$ cat src/rtl/memory_port_arbiter_pkg.sv
// cpu_mem_pkg: shared state/owner types and default latency for the memory port arbiter
package cpu_mem_pkg;
  typedef enum logic [1:0] {IDLE, ISSUE, WAIT, RESP} arb_state_t;
  typedef enum logic {OWN_IF = 1'b0, OWN_DM = 1'b1} arb_owner_t;
  localparam int MEM_LATENCY_DEF = 2;
endpackage

$ cat src/rtl/memory_port_arbiter_latency_counter.sv
// arb_latency_counter: loadable down-counter with zero flag timing the memory read latency
module arb_latency_counter #(
  parameter int W = 2
) (
  input  logic         clock,
  input  logic         reset,
  input  logic         load,
  input  logic         dec,
  input  logic [W-1:0] load_val,
  output logic         zero
);
  logic [W-1:0] count;
  // load wins over decrement; the count saturates at zero
  always_ff @(posedge clock or posedge reset)
    if (reset) count <= '0;
    else if (load) count <= load_val;
    else if (dec && count != '0) count <= count - 1'b1;
  assign zero = count == '0;
endmodule

$ cat src/rtl/memory_port_arbiter.sv
// memory_port_arbiter: shares one memory port between fetch and data paths; ARB_ROUND_ROBIN_EN selects round-robin instead of data-first priority
module memory_port_arbiter
  import cpu_mem_pkg::*;
#(
  parameter int ADDR_W      = 64,
  parameter int DATA_W      = 64,
  parameter int MEM_LATENCY = MEM_LATENCY_DEF
) (
  input  logic              clock,
  input  logic              reset,
  input  logic              if_req,
  input  logic [ADDR_W-1:0] if_addr,
  output logic              if_done,
  output logic [31:0]       if_rdata,
  input  logic              dm_req,
  input  logic              dm_we,
  input  logic [ADDR_W-1:0] dm_addr,
  input  logic [DATA_W-1:0] dm_wdata,
  output logic              dm_done,
  output logic [DATA_W-1:0] dm_rdata,
  output logic              mem_en,
  output logic              mem_we,
  output logic [ADDR_W-1:0] mem_addr,
  output logic [DATA_W-1:0] mem_wdata,
  input  logic [DATA_W-1:0] mem_rdata,
  output logic              busy,
  output logic              owner
);
  localparam int CW = $clog2(MEM_LATENCY) + 1;
  arb_state_t state;
  arb_owner_t own;
  logic lat_we, cnt_zero, grant_dm;
`ifdef ARB_ROUND_ROBIN_EN
  // the pointer is simply the last owner: on contention the side not served last wins
  assign grant_dm = dm_req && (!if_req || own == OWN_IF);
`else
  assign grant_dm = dm_req;
`endif
  assign owner  = own;
  assign busy   = state != IDLE;
  assign mem_en = state == ISSUE;
  assign mem_we = mem_en && lat_we;
  arb_latency_counter #(.W(CW)) u_cnt (
    .clock    (clock),
    .reset    (reset),
    .load     (state == ISSUE),
    .dec      (state == WAIT),
    .load_val (CW'(MEM_LATENCY - 1)),
    .zero     (cnt_zero)
  );
  // transaction FSM: latch winner in IDLE, issue once, wait out latency, pulse done
  always_ff @(posedge clock or posedge reset)
    if (reset) begin
      state     <= IDLE;
      own       <= OWN_IF;
      lat_we    <= 1'b0;
      mem_addr  <= '0;
      mem_wdata <= '0;
      if_rdata  <= '0;
      dm_rdata  <= '0;
      if_done   <= 1'b0;
      dm_done   <= 1'b0;
    end else begin
      if_done <= 1'b0;
      dm_done <= 1'b0;
      case (state)
        IDLE: if (if_req || dm_req) begin
          state    <= ISSUE;
          own      <= grant_dm ? OWN_DM : OWN_IF;
          lat_we   <= grant_dm && dm_we;
          mem_addr <= grant_dm ? dm_addr : if_addr;
          if (grant_dm) mem_wdata <= dm_wdata;
        end
        ISSUE: state <= WAIT;
        WAIT: if (cnt_zero) begin
          state <= RESP;
          if (own == OWN_DM) begin
            dm_done <= 1'b1;
            if (!lat_we) dm_rdata <= mem_rdata;
          end else begin
            if_done  <= 1'b1;
            if_rdata <= mem_rdata[31:0];
          end
        end
        RESP: state <= IDLE;
        default: state <= IDLE;
      endcase
    end
endmodule

$ cat config.mk
export PLATFORM = sky130hd
export DESIGN_NAME = memory_port_arbiter
export DESIGN_NICKNAME = d
export VERILOG_FILES = /design/src/rtl/memory_port_arbiter_pkg.sv /design/src/rtl/memory_port_arbiter_latency_counter.sv /design/src/rtl/memory_port_arbiter.sv
export SDC_FILE = /design/constraint.sdc
export NUM_CORES = 1
export LEC_CHECK = 0
export ABC_AREA = 1
export CAP_MARGIN = 20
export CORE_AREA = 5 5 186 188
export DETAILED_ROUTE_END_ITERATION = 16
export DIE_AREA = 0 0 191 193
export MAX_ROUTING_LAYER = met4
export PLACE_DENSITY_LB_ADDON = 0.12
export SLEW_MARGIN = 20
export SYNTH_ARGS = -nofsm -noshare
export SYNTH_HDL_FRONTEND = slang
export SYNTH_SLANG_ARGS = --single-unit
$ cat constraint.sdc
create_clock -name clock -period 15.4 [get_ports clock]
set_input_delay 3.85 -clock clock [delete_from_list [all_inputs] [get_ports clock]]
set_output_delay 3.85 -clock clock [all_outputs]
set_load 0.005 [all_outputs]
==> flow_summary.ini, run 1 <==
[global_routing]
antenna_found_initial = 3
grt_usage_pct = 20.04
grt_max_degree = 118
grt_pass1_wl_um = 56380
grt_pass1_vias = 9656
grt_overflow = 0

[die]
rows = 67
die_h_um = 193
die_w_um = 191
core_area_sq_um = 32950
io_pins = 491
die_area_sq_um = 36860
initial_utilization_pct = 30.18

[cts]
root_buffer = clkbuf_16
cts_tree = done
cts_made_buffers = 28
htree_levels = 1
cts_buffer_depth = 3
clkLatencyLatePin_ns = 0.54
post_cts_buffers = 0
cts_resized = 0
numClockSinks = 232
cts.clk_slew.worst_paths_ns = 0.06
postCtsHoldBufs = 0

[setup_path]
reg2reg_to = if_rdata[24]
crit_end = mem_addr[17]
crit_type = in2async
cp-startpoint = reset
critPathCaptureType = asynchronous set/reset pin
r2r-start = state[0]
reg2regPathDepth = 6
start_kind = input port
crit_required_ns = 15.99
cp_max_fo = 117
setup.reg_to_reg.worst_slack_ns = 12.89
arrival_ns = 6.59

[finish]
final_core_util_pct = 48.97
fillers = 3192
fin_nets = 1948
finalNonFillerCells = 2153
synthToLayoutAreaGrowth_pct = 62.24
drive_gt1_share_pct = 4.292

[power_and_ir_drop]
p_sw_mw = 1.056
pwr-share-clk_pct = 23.6
total_power_mw = 3.157
p_seq_share_pct = 33.9
cellPowerDensity_nw_per_um2 = 195.7
ir_drop_uv = 112.3
internal-power_mw = 2.102
switching_share_pct = 33.43
p_leak_nw = 7.931
p_comb_share_pct = 42.5

[sta]
rsz0062_at_grt = no
drv_slew = 0
layout_setup_ws_ns = 9.402
tightest_slew_ns = 0.9214
setup_tns_ns = 0
hold_viol = 0
report.final.setup_viol = 0
max_freq_ghz = 0.1667
max-slew-margin-rel_pct = 38.57
period_share_pct = 38.95
finalCriticalPeriod_ns = 5.998
fin_skew_ns = 0.01071

[place]
port-buffer-count = 490
pre_cts_ws_ns = 8.718
place_hpwl_um = 26540
dp.cells = 2098
routabilityCongestion = 0.8547

[synth]
ys_seq_area_share_pct = 58.39
synth.most_common_cell = nand2_1
netlist_instances = 1224
post_synth_num_cell_types = 17
syn-num-nets = 1492
yosysTopAreaCell = dfrtp_1
yosys_register_bits = 232
syn_avg_cell_area_sq_um = 8.124
ys_warn_count = 0
synth_top_area_share_pct = 58.39
synthArstFlopShare_pct = 100.0
synth_common_cells = 755 x nand2_1, 232 x dfrtp_1, 130 x nand3_1
ys.flop_type = dfrtp_1
synthTopCellsByArea = dfrtp_1 58%, nand2_1 29%, nand3_1 6.5%
syn_area_sq_um = 9943
synth-edff-count = 0

[worst_hold_path]
hold_path.class = reg2reg

[route]
antenna_left = 0
vias_per_cell = 4.369
wl_um = 37390
drc = 0
wl_per_cell_um = 17.37
drtPass1Iterations = 5
via_count = 9407
drt-initial-drc-count = 446

[run_status]
status = completed

[run]
cap_violations = 0
-- worst max-delay path, cell delays in order --
cell and delay [ns]:
clkdlybuf4s50_1 0.49, inv_8 0.57, buf_4 0.74, buf_4 0.71
-- cells in the final DEF (no fill, tap or decap) --
cell             instances
nand3_1                130
clkbuf_1                 3
inv_1                    9
nor2_2                   1
inv_8                    1
diode_2                  4
clkdlybuf4s50_1        489
clkinv_4                 1
bufinv_16                7
ha_2                     1
dfrtp_1                232
clkinvlp_4               1
nand3_2                  1
o21ai_0                  4
or2_2                    1
inv_2                    3
clkbuf_8                 4
ha_1                     6
nand2_1                753
clkinv_2                 7
nor2_4                   2
clkbuf_16               29
o21ai_4                  1
nand2_2                  2
nor2_1                   2
buf_4                   11
-- through the flow --
step / hold WS, ns / cell area [sq um]
finish: 0.4668 / 16130
global route: 0.4895 / 16130
CTS: 0.4720 / 16120
detailed placement: 0.4573 / 15070
global placement: 0.4523 / 15070
floorplan: 0.4491 / 9943
-- how the worst min path moves through the flow --
stage                               from             end  slack (ns)  cells past startpoint
after CTS                   dm_rdata[34]    dm_rdata[34]        0.47                      2
after global routing       mem_wdata[19]   mem_wdata[19]        0.49                      2
final                      mem_wdata[41]   mem_wdata[41]        0.47                      2
after floorplan           u_cnt.count[0]  u_cnt.count[0]        0.45                      2
after global placement      dm_rdata[33]    dm_rdata[33]        0.45                      2
after detailed placement   mem_wdata[37]   mem_wdata[37]        0.46                      2
-- per-layer routing --
| layer | part of all wire, % | global-route usage [%] | wire length [um] | vias up |
|---|---|---|---|---|
| met4 | 2.6 | 5.442 | 964 | 0 |
| li1 | - | - | - | 4700 |
| met3 | 8.5 | 5.690 | 3165 | 52 |
| met5 | 0 | - | 0 | - |
| met1 | 41 | 24.50 | 15270 | 4330 |
| met2 | 48 | 32.87 | 17990 | 325 |
-- power by group through the flow --
stage               registers [mW]  clock network, mW  logic (mW)
floorplan                     1.09                  0       0.502
detailed placement            1.07                  0        1.37
CTS                           1.07              0.767        1.37
global placement              1.07                  0        1.36
finish                        1.07              0.746        1.34
global route                  1.11              0.793        1.48
-- flip-flops by register name, summed over array words and instances (netlist names) --
signal	flops
dm_done	1
u_cnt.count	2
mem_addr	64
if_rdata	32
dm_rdata	64
state	2
mem_wdata	64
if_done	1
owner	1
lat_we	1
-- final cells by class --
class | count | area (sq um) | share of cell area, %
Sequential cell | 232 | 5806 | 35.99
Clock buffer | 36 | 792.0 | 4.910
Inverter | 14 | 61.31 | 0.3801
Timing Repair Buffer | 500 | 4977 | 30.85
Antenna cell | 4 | 10.01 | 0.06205
Multi-Input combinational cell | 904 | 3669 | 22.74
Tap cell | 448 | 560.5 | 3.475
Clock inverter | 15 | 256.5 | 1.590
-- kinds of logic after synthesis --
| kind of cell | count (synthesis) | synth area share, % |
|---|---|---|
| compound gates | 5 | 0.2894 |
| buf+inv | 88 | 4.995 |
| fa+ha+maj | 7 | 0.8808 |
| simple gates | 892 | 35.45 |
| flops | 232 | 58.39 |
Note: power is estimated with default switching activity, not from simulation.
==> inputs of run 2 (changes only) <==
clock period = 5.2 ns   (was 15.4 ns; I/O delays follow)
==> flow_summary.ini, run 2 (synthesis gave the netlist of run 1 again) <==
[setup_path]
cp_max_fo = 5
crit_type = reg2out
reg2regPathDepth = 7
start_kind = flop
arrival_ns = 2.02
crit_required_ns = 3.90
critPathCaptureType = primary output

[global_routing]
grt_usage_pct = 19.78
use_met2_pct = 31.78
met3_usage_pct = 6.554
grt_pass1_vias = 9807
grt-busiest-layer = met2
grt_pass1_wl_um = 55940
grtUsageMet1_pct = 23.87
antenna_found_initial = 0
grt_max_degree = 124
grt_overflow = 0

[cts]
cts_buffer_depth = 3
root_buffer = clkbuf_16
post_cts_buffers = 0
htree_levels = 1
postCtsHoldBufs = 0
cts_resized = 0
cts_tree = done
clkLatencyLatePin_ns = 0.53
cts.clk_slew.worst_paths_ns = 0.06
numClockSinks = 232
cts_made_buffers = 27

[die]
core_area_sq_um = 32950
die_w_um = 191
initial_utilization_pct = 30.18
io_pins = 491
die_h_um = 193
die_area_sq_um = 36860
rows = 67

[sta]
hold_viol = 0
period_share_pct = 63.78
rsz0062_at_grt = no
layout_setup_ws_ns = 1.883
max_freq_ghz = 0.3015
finalCriticalPeriod_ns = 3.317
fin_skew_ns = 0.01765
max-slew-margin-rel_pct = 35.71
drv_slew = 0
report.final.setup_viol = 0
fin_hold_ws_ns = 0.4648
setup_tns_ns = 0
tightest_slew_ns = 0.9643

[route]
via_count = 9483
wl_per_cell_um = 17.22
drc = 0
drtPass1Iterations = 5
antenna_left = 0
wl_um = 36950
drt-initial-drc-count = 434
vias_per_cell = 4.419

[finish]
final_cell_mix = 753 x nand2_1, 489 x clkdlybuf4s50_1, 232 x dfrtp_1, 130 x nand3_1, 27 x clkbuf_16
reg_top3 = dm_rdata (64), mem_addr (64), mem_wdata (64)
layout_commonest_cell = nand2_1
num_antenna_cells = 0
final_core_util_pct = 48.56
finalNonFillerCells = 2146
fin_area_sq_um = 16000
fillers = 3257
drive_gt1_share_pct = 4.064
synthToLayoutAreaGrowth_pct = 60.89
fin_nets = 1948

[power_and_ir_drop]
ir_drop_uv = 276.9
p_leak_nw = 7.876
cellPowerDensity_nw_per_um2 = 564.1
total_power_mw = 9.025

[worst_hold_path]
hold-path-cell-count = 2
hold_path.class = reg2reg

[run_status]
status = completed

[place]
place_hpwl_um = 26230
routabilityCongestion = 0.8478
pre_cts_ws_ns = 1.922
port-buffer-count = 490
post_dp_cell_area_sq_um = 15100
dp.cells = 2099

[run]
cap_violations = 0
-- run 2: path summary, 6_finish.rpt --
path,from,endpoint,slack [ns]
min,dm_rdata[0],dm_rdata[0],0.46
min reg2reg,dm_rdata[0],dm_rdata[0],0.46
min in group asynchronous,reset,dm_rdata[33],1.29
max,state[1],mem_we,1.88
max in group asynchronous,reset,mem_addr[44],3.32
max reg2reg,state[0],if_rdata[9],2.32
-- run 2: critical path: stages (launching register included) --
cell             delay [ns]
dfrtp_1                0.41
inv_1                  0.11
ha_1                   0.25
nand2_1                0.08
inv_1                  0.06
clkdlybuf4s50_1        0.56
-- run 2: cell type report --
class                      instances  area [sq um]  area share (%)
inverter                          14         57.56          0.3598
multi-input combinational        904          3669           22.93
sequential                       232          5806           36.29
clock buffer                      38         797.0           4.982
tap                              448         560.5           3.504
timing repair buffer             501          5010           31.32
clock inverter                     9         98.84          0.6179
-- run 2: per-layer routing --
metal / share of wire (%) / up-vias
met3: 10 / 60
met1: 40 / 4362
met5: 0 / -
met4: 3.2 / 0
li1: - / 4686
met2: 47 / 375
-- run 2: power breakdown --
group	internal [mW]	switching (mW)
combinational	2.12	1.83
sequential	2.69	0.477
clock	1.16	0.746
total	5.97	3.06
==> inputs of run 3 (changes only) <==
clock period = 2.9 ns   (was 5.2 ns; I/O delays follow)
==> flow_summary.ini, run 3 (synthesis gave the netlist of run 1 again) <==
[run_status]
status = completed

[setup_path]
crit_family = buffers and inverters
reg2regPathDepth = 7
cpPeakStageDelay_ns = 0.57
cp_max_fo = 5
arrival_ns = 2.00
start_kind = flop
r2r-start = u_cnt.count[0]
crit_chain = inv_1, ha_1, nand2_1, inv_1, clkdlybuf4s50_1
slowest_stage = clkdlybuf4s50_1
crit_required_ns = 2.17
crit_type = reg2out
reg2reg_to = dm_rdata[39]
cp.depth = 5
setup.reg_to_reg.worst_slack_ns = 0.98
critPathBufInv = 3
critPathCaptureType = primary output
cp_common_cell = inv_1

[place]
routabilityCongestion = 0.8195
port-buffer-count = 490
place_hpwl_um = 26350

[cts]
cts.clk_slew.worst_paths_ns = 0.06
postCtsHoldBufs = 0
post_cts_buffers = 0
htree_levels = 1
clkLatencyLatePin_ns = 0.52
cts_buffer_depth = 3
cts_made_buffers = 27
numClockSinks = 232
cts_tree = done
root_buffer = clkbuf_16
cts_resized = 0

[power_and_ir_drop]
p_leak_nw = 7.967
cellPowerDensity_nw_per_um2 = 1024
total_power_mw = 16.59
ir_drop_uv = 468.6

[die]
initial_utilization_pct = 30.18
io_pins = 491
die_area_sq_um = 36860
die_h_um = 193
core_area_sq_um = 32950
rows = 67
die_w_um = 191

[sta]
rsz0062_at_grt = no
drv_slew = 0
finalCriticalPeriod_ns = 2.729
tightest_slew_ns = 0.7405
period_share_pct = 94.11
hold_viol = 0
report.final.setup_viol = 0
fin_skew_ns = 0.01462
max-slew-margin-rel_pct = 50.63
max_freq_ghz = 0.3664
setup_tns_ns = 0

[finish]
reg_top3 = dm_rdata (64), mem_addr (64), mem_wdata (64)
fin_nets = 1952
fillers = 3151
synthToLayoutAreaGrowth_pct = 62.97
drive_gt1_share_pct = 4.407
multi_input_comb_area_sq_um = 3669
final_core_util_pct = 49.19
regArea_sq_um = 5806
final_cell_mix = 753 x nand2_1, 489 x clkdlybuf4s50_1, 232 x dfrtp_1, 130 x nand3_1, 27 x clkbuf_16
layout_commonest_cell = nand2_1

[route]
wl_um = 36960
wl_per_cell_um = 17.16
via_count = 9436
antenna_left = 0
drc = 0
drt-initial-drc-count = 390
vias_per_cell = 4.383
drtPass1Iterations = 4

[worst_hold_path]
hold-path-cell-count = 2
hold_path.class = reg2reg
min_to = dm_rdata[1]
hp-start = dm_rdata[1]

[global_routing]
grt_pass1_wl_um = 56480
grt_overflow = 0
grt_usage_pct = 19.91
antenna_found_initial = 3
grt_pass1_vias = 9921
grt_max_degree = 124

[run]
cap_violations = 0
[run 3: worst reg2reg max path: cells and delay by family (launching register included)]
family	cells	cell delay, ns
fa+ha+maj	1	0.19
buf+inv	3	0.75
flops	1	0.38
simple gates	3	0.54
[run 3: final cells by class]
type | count | share of cell area [%]
timing repair buffer | 505 | 31.57
multi-input combinational | 904 | 22.64
inverter | 14 | 0.3475
clock buffer | 38 | 5.042
tap | 448 | 3.459
antenna | 3 | 0.04633
clock inverter | 9 | 1.073
sequential | 232 | 35.83
[run 3: through the flow]
stage          instances  hold slack [ns]  setup slack (ns)  cell area, sq um
2_1_floorplan       1224           0.4491           -0.8609              9947
3_3_place_gp        2103           0.4530            0.7482             15210
3_5_place_dp        2103           0.4571            0.7186             15210
4_1_cts             2150           0.4715            0.1407             16200
5_1_grt             2153           0.4816           0.06101             16200
6_report            2153           0.4667            0.1708             16200
[run 3: worst max path at each step]
stage / startpoint / end / slack [ns]
floorplan: reset / dm_done / -0.86
global placement: state[1] / mem_we / 0.75
detailed placement: state[1] / mem_we / 0.72
CTS: state[1] / mem_we / 0.14
global route: state[1] / mem_we / 0.06
finish: state[1] / mem_we / 0.17
[run 3: power by group]
part | leakage (nW) | internal, mW | switching [mW]
logic | 4.64 | 3.88 | 3.32
clock network | 0.492 | 2.39 | 1.35
registers | 2.84 | 4.82 | 0.842
total | 7.97 | 11.1 | 5.51
[run 3: layer usage]
metal	share of wire [%]	up-vias	global-route usage, %	routed length, um
li1	-	4697	-	-
met1	40	4328	23.42	14690
met2	48	354	32.89	17810
met3	9.5	57	6.626	3504
met4	2.6	0	5.691	954
met5	0	-	-	0
